[src/rtl/bcd_pkg.sv]
// Shared display codes and converter state type for the BCD scan display
// and the downstream 7-segment decoder.
package bcd_pkg;

  localparam logic [3:0] CODE_MINUS = 4'hA;
  localparam logic [3:0] CODE_BLANK = 4'hF;

  typedef enum logic {
    IDLE,
    CONV
  } dd_state_t;

  // Double-dabble correction: a digit of 5 or more would overflow on the next shift.
  function automatic logic [3:0] add3(input logic [3:0] d);
    return (d >= 4'd5) ? d + 4'd3 : d;
  endfunction

endpackage

[src/rtl/bcd_double_dabble.sv]
// Sequential binary-to-BCD converter, one magnitude bit per cycle.
// done marks the final iteration; bcd carries the finished result during that cycle.
module bcd_double_dabble
  import bcd_pkg::*;
#(
  parameter int WIDTH  = 8,
  parameter int DIGITS = 3
) (
  input  logic                  clk,
  input  logic                  rst_n,
  input  logic                  start,
  input  logic [WIDTH-1:0]      value,
  input  logic                  neg,
  output logic                  busy,
  output logic                  done,
  output logic [4*DIGITS-1:0]   bcd
);

  localparam int BW = 4 * DIGITS;
  localparam int CW = $clog2(WIDTH);
  localparam logic [CW-1:0] LAST = CW'(WIDTH - 1);
  localparam logic [WIDTH-1:0] ONE = {{(WIDTH-1){1'b0}}, 1'b1};

  dd_state_t        state_reg, state_next;
  logic [CW-1:0]    count_reg, count_next;
  logic [WIDTH-1:0] mag_reg, mag_next;
  logic [BW-1:0]    scratch_reg, scratch_next;
  logic [BW-1:0]    adj;
  logic [BW-1:0]    shifted;

  genvar gi;
  generate
    for (gi = 0; gi < DIGITS; gi++) begin : g_adj
      assign adj[4*gi +: 4] = add3(scratch_reg[4*gi +: 4]);
    end
  endgenerate

  assign shifted = {adj[BW-2:0], mag_reg[WIDTH-1]};

  always_comb begin
    state_next   = state_reg;
    count_next   = count_reg;
    mag_next     = mag_reg;
    scratch_next = scratch_reg;
    case (state_reg)
      IDLE: begin
        if (start) begin
          mag_next     = neg ? (~value + ONE) : value;
          scratch_next = '0;
          count_next   = '0;
          state_next   = CONV;
        end
      end
      CONV: begin
        scratch_next = shifted;
        mag_next     = mag_reg << 1;
        count_next   = count_reg + 1'b1;
        if (count_reg == LAST) begin
          state_next = IDLE;
        end
      end
      default: state_next = IDLE;
    endcase
  end

  always_ff @(posedge clk) begin
    if (!rst_n) begin
      state_reg   <= IDLE;
      count_reg   <= '0;
      mag_reg     <= '0;
      scratch_reg <= '0;
    end else begin
      state_reg   <= state_next;
      count_reg   <= count_next;
      mag_reg     <= mag_next;
      scratch_reg <= scratch_next;
    end
  end

  assign busy = (state_reg == CONV);
  assign done = busy && (count_reg == LAST);
  assign bcd  = shifted;

endmodule

[src/rtl/bcd_scan_display.sv]
// Converts a binary value to BCD and time-multiplexes the digits plus an
// optional minus slot onto a shared 4-bit code bus with active-low anodes.
module bcd_scan_display
  import bcd_pkg::*;
#(
  parameter int WIDTH  = 8,
  parameter int DIGITS = 3,
  parameter int LZB    = 1
) (
  input  logic              clk,
  input  logic              rst_n,
  input  logic              tick,
  input  logic [WIDTH-1:0]  value,
  input  logic              is_signed,
  input  logic              load,
  output logic              busy,
  output logic              done,
  output logic [3:0]        segments,
  output logic [DIGITS:0]   an
);

  localparam int BW = 4 * DIGITS;
  localparam int PW = $clog2(DIGITS + 1);
  localparam logic [PW-1:0] LAST_DIGIT = PW'(DIGITS - 1);
  localparam logic [PW-1:0] SIGN_POS   = PW'(DIGITS);

  logic            dd_busy, dd_done, start;
  logic [BW-1:0]   dd_bcd;
  logic            pend_neg_reg;
  logic [BW-1:0]   disp_reg;
  logic            disp_neg_reg;
  logic            done_reg;
  logic [PW-1:0]   pos_reg, pos_next;
  logic [3:0]      seg_reg, seg_next;
  logic [DIGITS:0] an_reg, an_next;
  logic [DIGITS-1:0] lead_zero;

  assign start = load && !dd_busy;

  bcd_double_dabble #(
    .WIDTH (WIDTH),
    .DIGITS(DIGITS)
  ) u_dd (
    .clk  (clk),
    .rst_n(rst_n),
    .start(start),
    .value(value),
    .neg  (is_signed & value[WIDTH-1]),
    .busy (dd_busy),
    .done (dd_done),
    .bcd  (dd_bcd)
  );

  // A digit is a leading zero when it and every more-significant digit are zero.
  genvar gi;
  generate
    for (gi = 0; gi < DIGITS; gi++) begin : g_lz
      if (gi == 0) begin : g_units
        assign lead_zero[gi] = 1'b0;
      end else if (gi == DIGITS - 1) begin : g_top
        assign lead_zero[gi] = (disp_reg[4*gi +: 4] == 4'd0);
      end else begin : g_mid
        assign lead_zero[gi] = (disp_reg[4*gi +: 4] == 4'd0) && lead_zero[gi+1];
      end
    end
  endgenerate

  always_comb begin
    pos_next = pos_reg;
    seg_next = seg_reg;
    an_next  = an_reg;
    if (tick) begin
      if (pos_reg == SIGN_POS) begin
        pos_next = '0;
      end else if (pos_reg == LAST_DIGIT) begin
        pos_next = disp_neg_reg ? SIGN_POS : '0;
      end else begin
        pos_next = pos_reg + 1'b1;
      end

      seg_next = CODE_MINUS;
      for (int k = 0; k < DIGITS; k++) begin
        if (pos_next == PW'(k)) begin
          seg_next = ((LZB != 0) && lead_zero[k]) ? CODE_BLANK : disp_reg[4*k +: 4];
        end
      end
      for (int k = 0; k <= DIGITS; k++) begin
        an_next[k] = (pos_next != PW'(k));
      end
    end
  end

  always_ff @(posedge clk) begin
    if (!rst_n) begin
      pend_neg_reg <= 1'b0;
      disp_reg     <= '0;
      disp_neg_reg <= 1'b0;
      done_reg     <= 1'b0;
      pos_reg      <= '0;
      seg_reg      <= 4'h0;
      an_reg       <= '1;
    end else begin
      if (start) begin
        pend_neg_reg <= is_signed & value[WIDTH-1];
      end
      if (dd_done) begin
        disp_reg     <= dd_bcd;
        disp_neg_reg <= pend_neg_reg;
      end
      done_reg <= dd_done;
      pos_reg  <= pos_next;
      seg_reg  <= seg_next;
      an_reg   <= an_next;
    end
  end

  assign busy     = dd_busy;
  assign done     = done_reg;
  assign segments = seg_reg;
  assign an       = an_reg;

endmodule

[config.mk]
export PLATFORM = sky130hd
export DESIGN_NAME = bcd_scan_display
export DESIGN_NICKNAME = d
export VERILOG_FILES = /design/src/rtl/bcd_pkg.sv /design/src/rtl/bcd_double_dabble.sv /design/src/rtl/bcd_scan_display.sv
export SDC_FILE = /design/constraint.sdc
export NUM_CORES = 1
export LEC_CHECK = 0
export BUFFER_PORTS_ARGS = -buffer_cell sky130_fd_sc_hd__buf_2
export CAP_MARGIN = 20
export CELL_PAD_IN_SITES_DETAIL_PLACEMENT = 1
export CELL_PAD_IN_SITES_GLOBAL_PLACEMENT = 1
export CORE_MARGIN = 4
export CORE_UTILIZATION = 47
export DETAILED_ROUTE_END_ITERATION = 10
export PLACE_DENSITY_LB_ADDON = 0.1
export SLEW_MARGIN = 20
export SYNTH_ARGS = -nofsm -noshare
export SYNTH_HDL_FRONTEND = slang
export SYNTH_SLANG_ARGS = --single-unit
[constraint.sdc]
create_clock -name clk -period 4.3 [get_ports clk]
set_input_delay 0.43 -clock clk [delete_from_list [all_inputs] [get_ports clk]]
set_output_delay 0.43 -clock clk [all_outputs]
set_load 0.01 [all_outputs]
Yosys cells after proc, flatten, opt, wreduce, memory -nomap -nowiden
Index checks and enable logic that the tools add are counted.
{ "classes": {"addsub": 6, "n_lt_le_gt_ge": 3, "eq_ne": 9, "n_mux": 22, "n_bitwise": 3, "reduce_logical": 8} }
{ "ops": {"columns": ["op", "count"], "rows": [
  ["$mux W4", 7],
  ["$pmux W12 S2", 1],
  ["$mux W8", 2],
  ["$pmux W8 S2", 1],
  ["$ge A4 B3 Y1 const B", 3],
  ["$mux W12", 1],
  ["$add A4 B2 Y4 const B", 2],
  ["$add A8 B1 Y8 const B", 1],
  ["$logic_not A4 Y1", 2],
  ["$mux W2", 4],
  ["$not A8 Y8", 1],
  ["$eq A2 B2 Y1 const B", 3],
  ["$mux W3", 2],
  ["$ne A2 B2 Y1 const B", 3],
  ["$pmux W3 S2", 1],
  ["$add A3 B1 Y3 const B", 1],
  ["$add A3 B2 Y3 const B", 1],
  ["$eq A3 B3 Y1 const B", 1],
  ["$logic_and A1 B1 Y1", 3],
  ["$add A2 B1 Y2 const B", 1],
  ["$eq A2 B1 Y1 const B", 1],
  ["$logic_not A2 Y1", 1],
  ["$mux W1", 2],
  ["$ne A2 B1 Y1 const B", 1],
  ["other kinds (5)", 5]
]} }
{ "totals": {"ff_bits": 49, "input_bits": 13, "output_inout_bits": 10, "elab_cells": 62} }

Logic depth before layout (Yosys ltp)
Gate-level depths: netlist (run 1).
{ "depth": {"depth_word": 8, "mapped_depth": 6, "ltp_nobuf": 6} }

By module
From an unflattened synthesis (run 1), not the netlist that was laid out.
{ "unflattened": {"hier_cells": 293, "area_unflattened_um2": 2590.0} }
{ "by_module_without_submodules": {"columns": ["module", "instances", "cells_per_inst", "area_each_um2", "seq_area_each_um2"], "rows": [
  ["bcd_double_dabble", 1, 175, 1515.2, 480.5],
  ["bcd_scan_display", 1, 118, 1074.8, 500.5]
]} }

Worst setup path after synthesis (run 1)
No wires, ideal clock.
{ "synth_path": {"path_type": "reg2reg", "from": "register u_dd.scratch_reg[0]", "to": "register disp_reg[2]", "setup_time_ps": 77, "arrival_time_ps": 1384, "required_ps": 4223, "path_slack_ps": 2839, "path_stages_with_launch": 7, "path_buffers": 0, "synth_period_minus_slack_ps": 1461, "cell_sequence": "dfxtp_1 -> inv_1 -> ha_1 -> nand2b_1 -> a21oi_1 -> mux2_2 -> o21ai_0"} }
{ "synth_between": {"elab_chain_len": 2, "word_cells_on_any_way": 3, "cone_classes": "add/sub (1); order compare (1); mux (1)"} }
{ "synth_lines": {"columns": ["element", "line_no", "source"], "rows": [
  ["start: declaration", "bcd_double_dabble.sv:27", "logic [BW-1:0] scratch_reg, scratch_next;"],
  ["start signal: assignment", "bcd_double_dabble.sv:76", "scratch_reg <= scratch_next;"],
  ["$add A4 B2 Y4 / $ge A4 B3 Y1 (equally long branches)", "bcd_pkg.sv:15", "return (d >= 4'd5) ? d + 4'd3 : d;"],
  ["$mux W4 (*)", "bcd_pkg.sv:15", null],
  ["end signal: assignment", "bcd_scan_display.sv:96", "disp_reg <= '0;"],
  ["end signal: assignment", "bcd_scan_display.sv:107", "disp_reg <= dd_bcd;"],
  ["end: declaration", "bcd_scan_display.sv:30", "logic [BW-1:0] disp_reg;"]
]} }
Every way passes the cells marked *; elsewhere a longest branch is shown, timed or not.
A chain may end at the register's enable or synchronous reset.

==> metrics.txt, run 1 <==
# TYPE chip_impl_metric gauge
chip_impl_info{name="run_status",value="finished clean"} 1
chip_impl_metric{name="number_of_global_route_vias_before_repair",unit=""} 2018
chip_impl_metric{name="cts_setup_buffers",unit=""} 0
chip_impl_metric{name="p_sw",unit="uW"} 230.6
chip_impl_info{name="crit_path_start_kind",value="input port"} 1
chip_impl_info{name="yosysMostFrequentCell",value="dfxtp_1"} 1
chip_impl_metric{name="synth_enable_flop_cells",unit=""} 0
chip_impl_info{name="hold_path.class",value="input port to register"} 1
chip_impl_metric{name="clk_latency",unit="ns"} 0.30
chip_impl_metric{name="fin_worst_skew",unit="ns"} 0.01071
chip_impl_info{name="synth_top_cells_by_count",value="dfxtp_1 (49), nand2_1 (27), o21ai_0 (27)"} 1
chip_impl_metric{name="die_height",unit="um"} 78.24
chip_impl_metric{name="drtAntennaViolNets",unit=""} 0
chip_impl_metric{name="total_of_warnings_raised_by_yosys",unit=""} 0
chip_impl_metric{name="cts_hold_buf",unit=""} 0
chip_impl_info{name="timing.critical_path.to_type",value="register"} 1
chip_impl_metric{name="place.detailed.hpwl",unit="um"} 4031
chip_impl_metric{name="power_frac_seq",unit=""} 0.499
chip_impl_metric{name="critical_path.max_fanout",unit=""} 21
chip_impl_metric{name="cp.buffers_inverters",unit=""} 2
chip_impl_metric{name="clk_pin_slew",unit="ns"} 0.10
chip_impl_info{name="post_synth_main_area_contributors",value="dfxtp_1 (42%), o21ai_0 (5.8%), a21oi_1 (5.2%)"} 1
chip_impl_metric{name="grt_max_degree",unit=""} 24
chip_impl_metric{name="min_period_over_period",unit=""} 0.4706
chip_impl_metric{name="grt.overflow.total",unit=""} 0
chip_impl_metric{name="die_width",unit="um"} 78.24
chip_impl_metric{name="route.detailed.drc",unit=""} 0
chip_impl_metric{name="relative_contribution_of_combinational_cells_to_total_power",unit=""} 0.091
chip_impl_metric{name="yosys_register_bits",unit=""} 49
chip_impl_metric{name="antenna_cells",unit=""} 0
chip_impl_metric{name="syn-instance-count",unit=""} 275
chip_impl_info{name="critPathTopFamily",value="compound AO/OA/AOI/OAI gates"} 1
chip_impl_metric{name="sequential_cell_area_fraction_in_the_yosys_report",unit=""} 0.4231
chip_impl_metric{name="placement_rows",unit=""} 25
chip_impl_metric{name="netlist.area_leader.share",unit=""} 0.4231
chip_impl_metric{name="ys_async_sr_fraction",unit=""} 0
chip_impl_metric{name="finalCriticalPeriod",unit="ns"} 2.024
chip_impl_metric{name="die_area",unit="sq um"} 6121
chip_impl_metric{name="fmax",unit="GHz"} 0.4942
chip_impl_metric{name="totalPowerFinal",unit="uW"} 968.4
chip_impl_metric{name="antenna_found_initial",unit=""} 0
chip_impl_metric{name="area.growth.synth_to_final",unit="%"} 12.41
chip_impl_metric{name="finalMaxSlewViolations",unit=""} 0
chip_impl_metric{name="clkSinkCount",unit=""} 49
chip_impl_metric{name="synthDistinctLibCells",unit=""} 37
chip_impl_metric{name="gp_routability_congestion",unit=""} 0.8334
chip_impl_metric{name="crit_arrival",unit="ns"} 2.24
chip_impl_metric{name="drt_wl_total",unit="um"} 5588
chip_impl_info{name="clockRootBuffer",value="clkbuf_8"} 1
chip_impl_info{name="ys.flop_type",value="dfxtp_1"} 1
chip_impl_metric{name="max_slew_margin",unit=""} 0.3715
chip_impl_metric{name="cts_resized",unit=""} 0
chip_impl_metric{name="transition_time_at_the_pin_with_the_least_slew_margin",unit="ns"} 0.9428
chip_impl_metric{name="floorplan.initialDensity",unit=""} 0.4876
chip_impl_metric{name="layout-drive-gt1-share",unit=""} 0.1259
chip_impl_info{name="yosys.area.top_type",value="dfxtp_1"} 1
chip_impl_info{name="grt_setup_unrepaired",value="false"} 1
chip_impl_metric{name="totalNegativeSetupSlack",unit="ns"} 0
chip_impl_metric{name="filler_cell_count",unit=""} 602
chip_impl_metric{name="post_synth_instance_area",unit="sq um"} 2318
chip_impl_metric{name="routed-via-count",unit=""} 1985
chip_impl_metric{name="post_drt_via_cell_ratio",unit=""} 5.499
chip_impl_metric{name="clock_tree.htree_level_count",unit=""} 2
chip_impl_metric{name="power_density",unit="nW/um^2"} 371.6
chip_impl_metric{name="pin_count",unit=""} 23
chip_impl_info{name="critical_path.cell_chain",value="buf_2, inv_1, a21oi_1, nand2_1, o21ai_0"} 1
chip_impl_metric{name="cp_data_required_time",unit="ns"} 4.52
chip_impl_metric{name="setup_viol",unit=""} 0
chip_impl_metric{name="drt_first_pass_iters",unit=""} 4
chip_impl_metric{name="grt_total_usage",unit=""} 0.1954
chip_impl_metric{name="drtIter0Drc",unit=""} 78
chip_impl_metric{name="cts-buffers-inserted",unit=""} 5
chip_impl_metric{name="port_buffers",unit=""} 22
chip_impl_info{name="tritoncts",value="built"} 1
chip_impl_metric{name="max_cap_violations",unit=""} 0
chip_impl_metric{name="finalHoldViolations",unit=""} 0
chip_impl_metric{name="core_area",unit="sq um"} 4755
chip_impl_info{name="crit_path_top_delay_cell",value="a21oi_1"} 1
chip_impl_metric{name="switching_share",unit=""} 0.2382
chip_impl_metric{name="synthesis.area_per_instance",unit="sq um"} 8.431
chip_impl_info{name="critical_path_class",value="input port to register"} 1
chip_impl_metric{name="cts_max_path_buffers",unit=""} 2
chip_impl_metric{name="finish.net_count",unit=""} 315
chip_impl_metric{name="wire_per_inst",unit="um"} 15.48
chip_impl_metric{name="grt_first_pass_wirelength",unit="um"} 9660
chip_impl_metric{name="p_leak",unit="nW"} 0.9666
chip_impl_metric{name="synthesis.nets",unit=""} 297
chip_impl_metric{name="internal_power",unit="uW"} 737.8
chip_impl_metric{name="power.clock.fraction",unit=""} 0.410
chip_impl_metric{name="slowest_stage_delay_cp",unit="ns"} 0.86
chip_impl_metric{name="vdd_ir_drop_max",unit="V"} 0.0002153
-- layer usage --
| metal | vias up | wire (um) | track usage |
|---|---|---|---|
| met2 | 19 | 2539 | 0.3236 |
| met1 | 946 | 2869 | 0.2618 |
| li1 | 1016 | - | - |
| met4 | 0 | 57 | 0.06294 |
| met3 | 4 | 122 | 0.02867 |
| met5 | - | 0 | 0 |
-- cell usage in the layout, fill, tap and decap left out, drive strengths merged, types with 5 or more instances in the layout --
master / n
a21oi: 24
a31oi: 5
and2: 5
buf: 23
clkbuf: 5
dfxtp: 49
ha: 9
inv: 17
nand2: 27
nand2b: 5
nand3: 7
nor2: 15
nor2b: 5
nor3: 6
nor3b: 14
o21ai: 28
o22ai: 7
o32ai: 6
xnor2: 7
-- worst paths after layout --
check | to | start | cells after the start | slack [ns]
setup / recovery | disp_reg[2] | rst_n | 5 | 2.28
hold / removal | u_dd.mag_reg[7] | value[7] | 3 | 0.42
setup reg to reg | disp_reg[2] | u_dd.count_reg[0] | 5 | 2.46
hold reg to reg | disp_neg_reg | pend_neg_reg | 1 | 0.47
-- logic make-up after synthesis --
kind of cell             Yosys count  synth area share
AO/OA/AOI/OAI                     81            0.2126
XOR/XNOR                           8           0.03022
adder cells (fa/ha/maj)            9           0.04857
buffers and inverters             28           0.04803
flip-flops                        49            0.4231
multiplexers                       6           0.02752
AND/OR/NAND/NOR                   94            0.2099
-- final cells by class --
cell class                      count  area, sq um  share of cell area
Tap cell                           67        83.83             0.03217
Clock inverter                      3        68.82             0.02640
Timing Repair Buffer               23        117.6             0.04513
Multi-Input combinational cell    198         1226              0.4705
Clock buffer                        5        68.82             0.02640
Sequential cell                    49        980.9              0.3764
Inverter                           16        60.06             0.02304
-- power groups by stage --
stage / clock network, mW / logic [mW] / registers, mW
floorplan: 0 / 0.0583 / 0.490
global placement: 0 / 0.0863 / 0.493
detailed placement: 0 / 0.0881 / 0.494
CTS: 0.398 / 0.0885 / 0.483
global route: 0.422 / 0.0984 / 0.486
finish: 0.397 / 0.0880 / 0.483
-- worst register-to-register path, stage by stage (launching register included) --
cell and delay (ns):
dfxtp_1 0.33, ha_1 0.20, ha_1 0.21, a21oi_1 0.74, nand2_1 0.16, o21ai_0 0.12
-- per-stage QoR --
step | utilization | worst slack [ns] | hold slack (ns) | cell area [sq um] | cells
after detailed placement | 0.5192 | 1.978 | 0.4509 | 2469 | 353
final | 0.5482 | 2.276 | 0.4250 | 2606 | 361
after CTS | 0.5482 | 2.253 | 0.4259 | 2606 | 361
after floorplan | - | 2.839 | 0.4167 | 2318 | 275
after global placement | 0.5192 | 2.054 | 0.4362 | 2469 | 353
after global routing | 0.5482 | 2.019 | 0.4299 | 2606 | 361
Note: power is estimated with default switching activity, not from simulation.
==> run 2, diff against run 1 <==
CORE_UTILIZATION = 39   (was 47)
clock period = 1.8 ns   (was 4.3 ns; I/O delays follow)
==> metrics.txt, run 2 (synthesized netlist as in run 1, its figures left out) <==
# TYPE chip_impl_metric gauge
chip_impl_metric{name="core_area",unit="sq um"} 5642
chip_impl_metric{name="totalPowerFinal",unit="mW"} 2.024
chip_impl_metric{name="cts_hold_buf",unit=""} 0
chip_impl_metric{name="critical_path.max_fanout",unit=""} 5
chip_impl_metric{name="die_width",unit="um"} 85.10
chip_impl_metric{name="die_height",unit="um"} 85.10
chip_impl_info{name="crit_path_start_kind",value="register"} 1
chip_impl_info{name="tritoncts",value="built"} 1
chip_impl_metric{name="number_of_global_route_vias_before_repair",unit=""} 1943
chip_impl_metric{name="clk_latency",unit="ns"} 0.30
chip_impl_metric{name="area.growth.synth_to_final",unit="%"} 12.20
chip_impl_metric{name="grt_total_usage",unit=""} 0.1566
chip_impl_metric{name="grt_first_pass_wirelength",unit="um"} 9459
chip_impl_metric{name="finalHoldViolations",unit=""} 0
chip_impl_metric{name="post_drt_via_cell_ratio",unit=""} 5.455
chip_impl_metric{name="vdd_ir_drop_max",unit="V"} 0.0004538
chip_impl_metric{name="wire_per_inst",unit="um"} 14.85
chip_impl_metric{name="stdcell_count",unit=""} 369
chip_impl_metric{name="gr-usage-met2",unit=""} 0.2415
chip_impl_metric{name="crit_arrival",unit="ns"} 1.84
chip_impl_metric{name="transition_time_at_the_pin_with_the_least_slew_margin",unit="ns"} 0.4466
chip_impl_metric{name="cp.buffers_inverters",unit=""} 1
chip_impl_metric{name="finish.net_count",unit=""} 318
chip_impl_metric{name="power_density",unit="nW/um^2"} 778.2
chip_impl_metric{name="cts_resized",unit=""} 0
chip_impl_metric{name="worst-r2r-cell-count",unit=""} 6
chip_impl_metric{name="layout-drive-gt1-share",unit=""} 0.1347
chip_impl_metric{name="drt_wl_total",unit="um"} 5479
chip_impl_info{name="critical_path.cell_chain",value="inv_1, ha_1, nand2b_1, a21oi_1, mux2_2, o21ai_0"} 1
chip_impl_metric{name="fin_util",unit=""} 0.4611
chip_impl_metric{name="antenna_found_initial",unit=""} 0
chip_impl_metric{name="totalNegativeSetupSlack",unit="ns"} 0
chip_impl_metric{name="max_cap_violations",unit=""} 0
chip_impl_metric{name="placed_cells_incl_taps",unit=""} 361
chip_impl_info{name="grt_setup_unrepaired",value="false"} 1
chip_impl_info{name="timing.rr.start",value="u_dd.scratch_reg[0]"} 1
chip_impl_metric{name="cts_max_path_buffers",unit=""} 2
chip_impl_metric{name="route.detailed.drc",unit=""} 0
chip_impl_info{name="setup.worst_path.start",value="u_dd.scratch_reg[0]"} 1
chip_impl_metric{name="gp_routability_congestion",unit=""} 0.7417
chip_impl_metric{name="die_area",unit="sq um"} 7242
chip_impl_metric{name="placement_rows",unit=""} 27
chip_impl_metric{name="clk_pin_slew",unit="ns"} 0.09
chip_impl_metric{name="instance_count_on_the_critical_path",unit=""} 6
chip_impl_metric{name="antenna_cells",unit=""} 0
chip_impl_metric{name="cp_data_required_time",unit="ns"} 2.03
chip_impl_metric{name="finish.instance_area",unit="sq um"} 2601
chip_impl_metric{name="grt_max_degree",unit=""} 44
chip_impl_metric{name="use_met3",unit=""} 0.02718
chip_impl_info{name="critical_path_class",value="register to register"} 1
chip_impl_metric{name="max_slew_margin",unit=""} 0.6995
chip_impl_metric{name="finalCriticalPeriod",unit="ns"} 1.615
chip_impl_info{name="final_common_cell",value="dfxtp_1"} 1
chip_impl_metric{name="filler_cell_count",unit=""} 702
chip_impl_info{name="grt_most_used_layer",value="met2"} 1
chip_impl_metric{name="global_route.usage.met1",unit=""} 0.2296
chip_impl_info{name="timing.rr.end",value="disp_reg[2]"} 1
chip_impl_metric{name="setup_viol",unit=""} 0
chip_impl_metric{name="clock_tree.htree_level_count",unit=""} 2
chip_impl_metric{name="routed-via-count",unit=""} 2013
chip_impl_info{name="final_cell_mix",value="dfxtp_1 (49), nand2_1 (27), o21ai_0 (27)"} 1
chip_impl_metric{name="drtAntennaViolNets",unit=""} 0
chip_impl_metric{name="floorplan.initialDensity",unit=""} 0.4110
chip_impl_metric{name="finalMaxSlewViolations",unit=""} 0
chip_impl_metric{name="fin_worst_skew",unit="ns"} 0.01114
chip_impl_info{name="crit_path_top_delay_cell",value="mux2_2"} 1
chip_impl_info{name="hold_path.class",value="input port to register"} 1
chip_impl_metric{name="fmax",unit="GHz"} 0.6192
chip_impl_metric{name="drt_first_pass_iters",unit=""} 4
chip_impl_metric{name="port_buffers",unit=""} 22
chip_impl_info{name="critPathTopFamily",value="compound AO/OA/AOI/OAI gates"} 1
chip_impl_metric{name="place.detailed.hpwl",unit="um"} 4002
chip_impl_info{name="clockRootBuffer",value="clkbuf_8"} 1
chip_impl_metric{name="cts-buffers-inserted",unit=""} 5
chip_impl_metric{name="drtIter0Drc",unit=""} 60
chip_impl_metric{name="min_period_over_period",unit=""} 0.8972
chip_impl_info{name="run_status",value="finished clean"} 1
chip_impl_metric{name="pin_count",unit=""} 23
chip_impl_metric{name="cts_setup_buffers",unit=""} 0
chip_impl_metric{name="clkSinkCount",unit=""} 49
chip_impl_metric{name="p_leak",unit="nW"} 0.9636
chip_impl_info{name="timing.critical_path.to_type",value="register"} 1
chip_impl_metric{name="placed_cell_area",unit="sq um"} 2510
chip_impl_metric{name="grt.overflow.total",unit=""} 0
chip_impl_info{name="critical_path.endpoint",value="disp_reg[2]"} 1
chip_impl_metric{name="setup.reg_to_reg.worst_slack",unit="ns"} 0.18
chip_impl_metric{name="slowest_stage_delay_cp",unit="ns"} 0.38
run 2: cell count changes in the layout (fill, tap and decap cells not counted), sizes merged:
cell,before,now
bufinv,2,0
buf,23,26
clkinv,0,3
inv,17,16
run 2: how the worst min path moves through the flow:
stage,endpoint,startpoint,depth (start not counted)
after floorplan,u_dd.mag_reg[7],value[7],2
after global placement,disp_reg[1],disp_reg[1],2
after detailed placement,disp_reg[1],disp_reg[1],2
after CTS,u_dd.mag_reg[0],value[0],3
after global routing,u_dd.mag_reg[7],value[7],3
final,u_dd.mag_reg[0],value[0],3
run 2: stage by stage:
step           setup WS, ns  hold slack [ns]
6_report             0.1850           0.1850
4_1_cts              0.1831           0.1850
2_1_floorplan        0.3393           0.3233
3_3_place_gp         0.2734           0.4324
5_1_grt            0.005268           0.2052
3_5_place_dp         0.2022           0.4398
run 2: tightest hold or removal path, stage by stage:
cell	delay [ns]
buf_2	0.12
mux2i_1	0.08
nor2_1	0.07
run 2: area by class of cell:
class,count,area [sq um],share of cell area
multi-input combinational,198,1226,0.4714
sequential,49,980.9,0.3771
timing repair buffer,26,152.6,0.05868
tap,72,90.09,0.03463
clock buffer,5,68.82,0.02646
inverter,16,60.06,0.02309
clock inverter,3,22.52,0.008658
run 2: layer usage:
metal | share of wire | wire length [um] | vias to the layer above
met3 | 0.025 | 138 | 2
met2 | 0.44 | 2406 | 15
met4 | 0.0046 | 25 | 0
li1 | - | - | 1027
met5 | 0 | 0 | -
met1 | 0.53 | 2908 | 969
run 2: report_power, final:
| part | internal (mW) | leakage (nW) | switching (mW) |
|---|---|---|---|
| combinational | 0.0904 | 0.517 | 0.136 |
| clock | 0.276 | 0.0481 | 0.376 |
| sequential | 1.12 | 0.399 | 0.0254 |
| total | 1.49 | 0.964 | 0.538 |
==> run 3, diff against run 2 <==
clock period = 1.45 ns   (was 1.8 ns; I/O delays follow)
==> metrics.txt, run 3 (synthesized netlist as in run 1, its figures left out) <==
# TYPE chip_impl_metric gauge
chip_impl_metric{name="cts_hold_buf",unit=""} 0
chip_impl_info{name="timing.rr.start",value="u_dd.scratch_reg[1]"} 1
chip_impl_info{name="hold_path.class",value="input port to register"} 1
chip_impl_metric{name="clock_tree.htree_level_count",unit=""} 2
chip_impl_info{name="crit_path_start_kind",value="register"} 1
chip_impl_metric{name="min_period_over_period",unit=""} 0.9978
chip_impl_metric{name="die_height",unit="um"} 85.10
chip_impl_metric{name="vdd_ir_drop_max",unit="V"} 0.0003965
chip_impl_metric{name="critical_path.max_fanout",unit=""} 4
chip_impl_metric{name="max_slew_margin",unit=""} 0.7250
chip_impl_info{name="timing.rr.end",value="u_dd.scratch_reg[1]"} 1
chip_impl_metric{name="pin_count",unit=""} 23
chip_impl_metric{name="clk_latency",unit="ns"} 0.31
chip_impl_metric{name="filler_cell_count",unit=""} 696
chip_impl_metric{name="finalCriticalPeriod",unit="ns"} 1.447
chip_impl_metric{name="finish.instance_area",unit="sq um"} 2910
chip_impl_metric{name="crit_arrival",unit="ns"} 1.62
chip_impl_metric{name="cts-buffers-inserted",unit=""} 5
chip_impl_info{name="grt_setup_unrepaired",value="true"} 1
chip_impl_info{name="critical_path_class",value="register to register"} 1
chip_impl_metric{name="worst-r2r-cell-count",unit=""} 7
chip_impl_metric{name="drtAntennaViolNets",unit=""} 0
chip_impl_metric{name="die_area",unit="sq um"} 7242
chip_impl_metric{name="wire_per_inst",unit="um"} 16.32
chip_impl_metric{name="finalMaxSlewViolations",unit=""} 0
chip_impl_metric{name="gp_routability_congestion",unit=""} 0.7566
chip_impl_info{name="final_cell_mix",value="dfxtp_1 (43), nand2_1 (27), o21ai_0 (24)"} 1
chip_impl_metric{name="grt_total_usage",unit=""} 0.1719
chip_impl_metric{name="drt_wl_total",unit="um"} 6348
chip_impl_metric{name="area.growth.synth_to_final",unit="%"} 25.53
chip_impl_info{name="final_common_cell",value="dfxtp_1"} 1
chip_impl_info{name="clockRootBuffer",value="clkbuf_8"} 1
chip_impl_metric{name="drt_first_pass_iters",unit=""} 6
chip_impl_metric{name="grt_first_pass_wirelength",unit="um"} 10100
chip_impl_metric{name="die_width",unit="um"} 85.10
chip_impl_metric{name="antenna_cells",unit=""} 0
chip_impl_metric{name="holdWs",unit="ns"} 0.1370
chip_impl_metric{name="totalPowerFinal",unit="mW"} 2.560
chip_impl_metric{name="setup_viol",unit=""} 0
chip_impl_metric{name="post_drt_via_cell_ratio",unit=""} 5.509
chip_impl_info{name="timing.critical_path.to_type",value="register"} 1
chip_impl_metric{name="multi_input_comb_area",unit="sq um"} 1386
chip_impl_metric{name="core_area",unit="sq um"} 5642
chip_impl_metric{name="clk_pin_slew",unit="ns"} 0.09
chip_impl_info{name="tritoncts",value="built"} 1
chip_impl_metric{name="fin_util",unit=""} 0.5159
chip_impl_metric{name="port_buffers",unit=""} 22
chip_impl_metric{name="grt_max_degree",unit=""} 21
chip_impl_metric{name="fin_worst_skew",unit="ns"} 0.004849
chip_impl_metric{name="cp_data_required_time",unit="ns"} 1.62
chip_impl_metric{name="number_of_global_route_vias_before_repair",unit=""} 2065
chip_impl_metric{name="clkSinkCount",unit=""} 49
chip_impl_metric{name="power_density",unit="nW/um^2"} 879.7
chip_impl_metric{name="fmax",unit="GHz"} 0.6912
chip_impl_metric{name="floorplan.initialDensity",unit=""} 0.4110
chip_impl_metric{name="setup.reg_to_reg.worst_slack",unit="ns"} 0.003
chip_impl_metric{name="transition_time_at_the_pin_with_the_least_slew_margin",unit="ns"} 0.4125
chip_impl_metric{name="placement_rows",unit=""} 27
chip_impl_info{name="min_delay_worst_endpoint",value="u_dd.mag_reg[7]"} 1
chip_impl_metric{name="layout-drive-gt1-share",unit=""} 0.2871
chip_impl_metric{name="cts_max_path_buffers",unit=""} 2
chip_impl_info{name="worstHoldStart",value="value[7]"} 1
chip_impl_metric{name="finalHoldViolations",unit=""} 0
chip_impl_metric{name="max_cap_violations",unit=""} 0
chip_impl_metric{name="worst_hold_path.num_cells",unit=""} 3
chip_impl_metric{name="antenna_found_initial",unit=""} 0
chip_impl_metric{name="routed-via-count",unit=""} 2143
chip_impl_metric{name="p_leak",unit="nW"} 1.108
chip_impl_metric{name="place.detailed.hpwl",unit="um"} 4593
chip_impl_metric{name="finish.net_count",unit=""} 338
chip_impl_metric{name="grt.overflow.total",unit=""} 0
chip_impl_metric{name="route.detailed.drc",unit=""} 0
chip_impl_metric{name="placed_cell_area",unit="sq um"} 2636
chip_impl_metric{name="register_area",unit="sq um"} 988.4
chip_impl_info{name="run_status",value="finished clean"} 1
chip_impl_metric{name="drtIter0Drc",unit=""} 72
==> run 3: changes by cell type in the layout (fill, tap and decap cells not counted), moves of 4 or more <==
cell | previous run | this run
buf_4 | 3 | 22
o32ai_1 | 6 | 1
inv_2 | 0 | 4
inv_1 | 16 | 11
ha_1 | 9 | 5
o32ai_2 | 0 | 5
dfxtp_1 | 49 | 43
dfxtp_2 | 0 | 6
==> run 3: worst max-delay path, stage by stage (launching register included) <==
cell and delay, ns:
dfxtp_2 0.35, inv_2 0.07, ha_1 0.18, nand2b_4 0.15, a21oi_4 0.17, buf_4 0.14
xnor2_2 0.13, o32ai_2 0.12
==> run 3: power by group <==
group / leakage, nW / total [mW] / switching [mW] / internal (mW)
Clock: 0.0364 / 0.817 / 0.478 / 0.339
Combinational: 0.670 / 0.317 / 0.185 / 0.132
Sequential: 0.401 / 1.43 / 0.0360 / 1.39
Total: 1.11 / 2.56 / 0.699 / 1.86
==> run 3: layer usage <==
layer / wire (um) / track usage / vias to the layer above / part of all wire
met5: 0 / 0 / - / 0
met4: 50 / 0.04317 / 0 / 0.0079
met3: 192 / 0.03301 / 4 / 0.030
met1: 3051 / 0.2362 / 1044 / 0.48
li1: - / - / 1066 / -
met2: 3054 / 0.2768 / 29 / 0.48
==> run 3: how the worst max path moves through the flow <==
stage | startpoint | end | slack, ns | cells past startpoint
floorplan | u_dd.scratch_reg[4] | u_dd.scratch_reg[6] | 0.003 | 6
global placement | u_dd.scratch_reg[1] | disp_reg[2] | 0.03 | 6
detailed placement | u_dd.scratch_reg[1] | disp_reg[2] | -0.06 | 6
CTS | u_dd.scratch_reg[1] | disp_reg[2] | -0.01 | 6
global route | u_dd.scratch_reg[1] | u_dd.scratch_reg[1] | -0.07 | 7
finish | u_dd.scratch_reg[1] | u_dd.scratch_reg[1] | 0.003 | 7
==> run 3: final cells by class <==
class | instances | share of cell area
Clock inverter | 3 | 0.007739
Tap cell | 72 | 0.03095
Inverter | 16 | 0.02150
Multi-Input combinational cell | 198 | 0.4764
Timing Repair Buffer | 46 | 0.1002
Clock buffer | 5 | 0.02365
Sequential cell | 49 | 0.3396
==> run 3: metrics by stage <==
| stage | worst slack (ns) | TNS, ns | cells |
|---|---|---|---|
| CTS | -0.01364 | -0.02696 | 387 |
| floorplan | 0.003433 | 0 | 275 |
| global placement | 0.03225 | 0 | 379 |
| detailed placement | -0.05532 | -0.1766 | 379 |
| global route | -0.07005 | -0.2059 | 389 |
| finish | 0.003254 | 0 | 389 |
==> run 3: what timing repair did <==
action | in CTS | in global routing
resized for setup | 7 | 38
gates cloned | 0 | 1
pin swaps | 1 | 5
setup endpoints to repair | 5 | 18
setup buffers | 0 | 1
